$ cat config.mk
export PLATFORM = sky130hd
export DESIGN_NAME = req_arb_queue
export DESIGN_NICKNAME = d
export VERILOG_FILES = /design/src/rtl/req_arb_queue.sv
export SDC_FILE = /design/constraint.sdc
export NUM_CORES = 1
export LEC_CHECK = 0
export CAP_MARGIN = 20
export CELL_PAD_IN_SITES_DETAIL_PLACEMENT = 0
export CELL_PAD_IN_SITES_GLOBAL_PLACEMENT = 2
export CORE_UTILIZATION = 48
export CTS_CLUSTER_SIZE = 30
export DETAILED_ROUTE_END_ITERATION = 10
export PLACE_DENSITY_LB_ADDON = 0.1
export SLEW_MARGIN = 20
export SYNTH_ARGS = -nofsm -noshare
export SYNTH_HDL_FRONTEND = slang
export SYNTH_SLANG_ARGS = --single-unit
$ cat constraint.sdc
create_clock -name clk -period 8.3 [get_ports clk]
set_clock_uncertainty 0.05 [all_clocks]
set_input_delay 1.245 -clock clk [delete_from_list [all_inputs] [get_ports clk]]
set_output_delay 1.245 -clock clk [all_outputs]
set_load 0.05 [all_outputs]
$ cat src/rtl/req_arb_queue.sv
// -----------------------------------------------------------------------------
// req_arb_queue
//   Read/write command arbiter plus request FIFO placed in front of the memory
//   controller. At most one command is granted per cycle. When both requesters
//   collide, grants alternate between them in round-robin order. Each granted
//   command is queued as {rd_bwt, addr} in a 2**QAW-entry FIFO. The head entry
//   is presented first-word-fall-through.
//
// Ports
//   clk, rst_n          clock, asynchronous active-low reset
//   wcmd_wen / waddr    write-command request and address (held until ack)
//   wcmd_ack            write command enqueued this cycle (combinational)
//   rcmd_wen / raddr    read-command request and address (held until ack)
//   rcmd_ack            read command enqueued this cycle (combinational)
//   rnext               pop the head entry at this clock edge
//   rqempty             FIFO empty
//   qraddr / rd_bwt     head address and type (1 = read); both 0 when empty
//   qfull / qafull      qcount == DEPTH / qcount >= AFULL_TH
//   qcount              occupancy, 0..DEPTH
//   err_pop             sticky flag: rnext was seen while the FIFO was empty
// -----------------------------------------------------------------------------
module req_arb_queue #(
    parameter int AW       = 32,
    parameter int QAW      = 3,
    parameter int AFULL_TH = 6
) (
    input  logic          clk,
    input  logic          rst_n,
    input  logic          wcmd_wen,
    input  logic [AW-1:0] waddr,
    output logic          wcmd_ack,
    input  logic          rcmd_wen,
    input  logic [AW-1:0] raddr,
    output logic          rcmd_ack,
    input  logic          rnext,
    output logic          rqempty,
    output logic [AW-1:0] qraddr,
    output logic          rd_bwt,
    output logic          qfull,
    output logic          qafull,
    output logic [QAW:0]  qcount,
    output logic          err_pop
);

    localparam int DEPTH = 1 << QAW;
    localparam logic [QAW:0] DEPTH_C = (QAW+1)'(DEPTH);
    localparam logic [QAW:0] AFULL_C = (QAW+1)'(AFULL_TH);
    localparam logic [QAW:0] ONE_C   = (QAW+1)'(1);

    logic [QAW-1:0] wptr_reg;
    logic [QAW-1:0] rptr_reg;
    logic [QAW:0]   qcount_reg;
    logic           prio_w_reg;
    logic           err_pop_reg;

    // Each entry holds {rd_bwt, addr}. The storage has no reset, and empty
    // slots are masked at the output instead.
    logic [AW:0] mem [DEPTH];

    logic        can_push;
    logic        grant_r;
    logic        grant_w;
    logic        push;
    logic        pop;
    logic [AW:0] wr_entry;
    logic [AW:0] head_entry;

    // A full queue refuses pushes even when the head is popped in the same
    // cycle. This keeps the grant path independent of rnext.
    assign can_push = rst_n & ~qfull;
    assign grant_r  = can_push & rcmd_wen & (~wcmd_wen | ~prio_w_reg);
    assign grant_w  = can_push & wcmd_wen & (~rcmd_wen |  prio_w_reg);
    assign rcmd_ack = grant_r;
    assign wcmd_ack = grant_w;

    assign push     = grant_r | grant_w;
    assign pop      = rnext & ~rqempty;
    assign wr_entry = grant_r ? {1'b1, raddr} : {1'b0, waddr};

    always_ff @(posedge clk) begin
        if (push) begin
            mem[wptr_reg] <= wr_entry;
        end
    end

    always_ff @(posedge clk or negedge rst_n) begin
        if (!rst_n) begin
            wptr_reg    <= '0;
            rptr_reg    <= '0;
            qcount_reg  <= '0;
            prio_w_reg  <= 1'b0;
            err_pop_reg <= 1'b0;
        end else begin
            if (push) begin
                wptr_reg <= wptr_reg + 1'b1;
                // After a read is served the write side gets priority,
                // and after a write is served the read side does.
                prio_w_reg <= grant_r;
            end
            if (pop) begin
                rptr_reg <= rptr_reg + 1'b1;
            end
            if (rnext && rqempty) begin
                err_pop_reg <= 1'b1;
            end
            case ({push, pop})
                2'b10:   qcount_reg <= qcount_reg + ONE_C;
                2'b01:   qcount_reg <= qcount_reg - ONE_C;
                default: qcount_reg <= qcount_reg;
            endcase
        end
    end

    // The head is read combinationally, so a freshly pushed entry is visible
    // in the cycle after the write edge.
    assign head_entry = mem[rptr_reg];

    assign qcount  = qcount_reg;
    assign rqempty = (qcount_reg == '0);
    assign qfull   = (qcount_reg == DEPTH_C);
    assign qafull  = (qcount_reg >= AFULL_C);
    assign err_pop = err_pop_reg;
    assign qraddr  = rqempty ? '0 : head_entry[AW-1:0];
    assign rd_bwt  = rqempty ? 1'b0 : head_entry[AW];

endmodule

==> metrics.md <==
| Metric | Value |
|---|---|
| Ys flop type | `edfxtp_1` |
| Post-Route Setup TNS | `0 ns` |
| Slowest-stage cell, CP | `clkdlybuf4s50_1` |
| CP dominant cell by count | `clkdlybuf4s50_1` |
| CP peak stage delay | `0.85 ns` |
| Post-synth top area cell | `edfxtp_1` |
| Worst-margin pin slew | `1.04 ns` |
| Cell leakage power | `4.58 nW` |
| Worst setup SP type | `primary input` |
| Syn nets | `596` |
| RSZ-0062 raised after global routing | `false` |
| TritonCTS clock tree | `done` |
| IO Pins | `112` |
| DR vias | `about 5400` |
| Initial Util | `49.4%` |
| Hold Path Depth | `1` |
| GPL Wtd Cong | `about 0.7` |
| Synthesized flop and latch total | `276` |
| Hold crit path type | `flip-flop to flip-flop` |
| Hold_buf cts | `0` |
| I/O Buffers | `111` |
| Clk slew on worst S/H paths | `0.06 ns` |
| Die height | `about 160 µm` |
| Gr ovfl total | `0` |
| Async SR Flop Fraction | `4.35%` |
| Post-CTS Setup Inserts | `0` |
| Hold endpoint | `err_pop$_DFFE_PN0P_` |
| Clock Sinks | `276` |
| Worst r2r dst | `qcount[2]$_DFFE_PN0P_` |
| ANT nets after route | `0` |
| Max Slew Vio Count | `0` |
| Period utilization | `64.6%` |
| Cell row count | `55` |
| Post-synth cell types | `36` |
| Crit path max fanout | `33` |
| Final core utilization | `just under 60%` |
| Sequential cell area fraction in the yosys report | `72.7%` |
| Critical path depth in cells | `5` |
| Number of diodes | `0` |
| Final setup viols | `0` |
| Vias per cell | `5.46` |
| Maximum VDD drop | `between 150 and 200 µV` |
| Tot GR Track Use | `18.6%` |
| DRC errors left | `0` |
| Nets | `approximately 720` |
| CTS Buf Count | `29` |
| Mean area per synthesized cell | `21.7 µm²` |
| EDFF count, synth | `264` |
| Worst Hold Launch | `err_pop$_DFFE_PN0P_` |
| Final hold viol count | `0` |
| Cell Chain, Critical Path | `clkdlybuf4s50_1 -> nor2b_2 -> nand2_8 -> inv_1 -> clkdlybuf4s50_1` |
| Core area | `22900 µm²` |
| Max-Cap Viols | `0` |
| Root Driver | `clkbuf_16` |
| Maximum root-to-sink buffer count | `3` |
| Cts repair resizes | `0` |
| Htree depth | `1` |
| Top cell type's share of synthesized area | `between 70% and 80%` |
| 1st-iter DRT viols | `253` |
| Die width | `156 µm` |
| WL per Instance | `about 22 µm` |
| Critical R2R Launch | `qcount[1]$_DFFE_PN0P_` |
| Post-Syn Area | `11300 µm²` |
| Mapped Cells | `approximately 520` |
| Layout cell share with drive strength beyond 1 | `25.4%` |
| Synth area leaders | `edfxtp_1 (70%), mux4_2 (13%), mux2_4 (4.0%), mux2i_1 (2.9%), dfrtp_1 (2.7%)` |
| Clk_lat worst skew | `0.53 ns` |
| Cell Pwr Density | `373 nW/µm²` |
| WP data arrival | `4.07 ns` |
| R2R depth | `10` |
| R2R Setup Slk | `5.57 ns` |
| Fmax | `186 MHz` |
| WP buf/inv | `3` |
| CP top delay family | `buffers and inverters` |
| Critical Setup Path Class | `primary input to output port` |
| DPL Wire Length | `11600 µm` |
| First-pass GRT wire length | `32900 µm` |
| Pre-Repair DR Iteration Count | `4` |
| Count leader, synth | `edfxtp_1` |
| Endpoint class of the critical path | `output port` |
| Tot Pwr | `a little over 5 mW` |
| Number of flip-flops in the largest register | `264` |
| Slew headroom | `approximately 30%` |
| Status | `complete, no violations` |
| Fillers | `between 1500 and 2000` |
| Final wirelength | `21700 µm` |
| Area grow syn2layout | `20.0%` |
| Yosys warns | `0` |
| Antenna violations before repair | `0` |
| Pin count of the biggest net entering global routing | `69` |
| Die area | `24200 µm²` |
| Vias in the first global route | `roughly 5700` |
| Crit path required time | `~7.0 ns` |
| Final min period | `5.36 ns` |
| Synth top cells by count | `edfxtp_1 (264), mux4_2 (66), nor2_1 (38)` |
-- layout by cell type (no fill, tap or decap), types with 5 or more instances in the layout --
master / count
clkinv_2: 5
buf_4: 13
clkdlybuf4s50_1: 111
dfrtp_1: 9
clkbuf_16: 29
xor2_1: 5
clkbuf_1: 6
ha_1: 5
nor2_1: 35
mux2_4: 30
edfxtp_1: 264
clkinv_1: 9
mux4_2: 66
mux2i_1: 33
-- cells by family after synthesis --
| group | share of synthesized area [%] |
|---|---|
| DFF | 72.7 |
| muxes | 20.5 |
| and+or+nand+nor | 2.74 |
| buffers and inverters | 1.98 |
| AOI/OAI and AO/OA | 0.840 |
| xor gates and xnor gates | 0.696 |
| adders and majority gates | 0.553 |
-- power breakdown --
part           internal, mW  switching [mW]
combinational         0.825            1.15
sequential             1.75           0.213
clock                 0.637           0.494
-- layout make-up --
cell class	count	area [µm²]	share of cell area, %
Multi-Input combinational cell	217	2920	21.5
Inverter	1	3.75	0.0276
Clock buffer	35	748	5.50
Sequential cell	276	8240	60.6
Timing Repair Buffer	124	1210	8.89
Clock inverter	16	83.8	0.617
Tap cell	313	392	2.88
-- metrics by stage --
step	setup WS [ns]	area (µm²)	cells	hold slack [ns]
after floorplan	2.94	11300	522	0.469
after global placement	3.01	12800	931	0.416
after detailed placement	2.88	12800	931	0.407
after CTS	2.87	13600	982	0.420
after global routing	2.72	13600	982	0.427
final	2.94	13600	982	0.409
-- worst max path at each step --
stage | start | to | slack [ns]
floorplan | rst_n | mem[0][0]$_DFFE_PP_ | 2.94
global placement | rst_n | rcmd_ack | 3.01
detailed placement | rst_n | rcmd_ack | 2.88
CTS | rst_n | rcmd_ack | 2.87
global route | rst_n | rcmd_ack | 2.72
finish | rst_n | rcmd_ack | 2.94
-- metal layers --
| metal | wire length [µm] | track usage, % | up-vias |
|---|---|---|---|
| met5 | 0 | 0 | - |
| met4 | 427 | 5.00 | 0 |
| li1 | - | - | 2395 |
| met1 | 9000 | 23.8 | 2821 |
| met3 | 755 | 2.56 | 30 |
| met2 | 11600 | 33.3 | 120 |
Power figures use the tool's default switching activity.
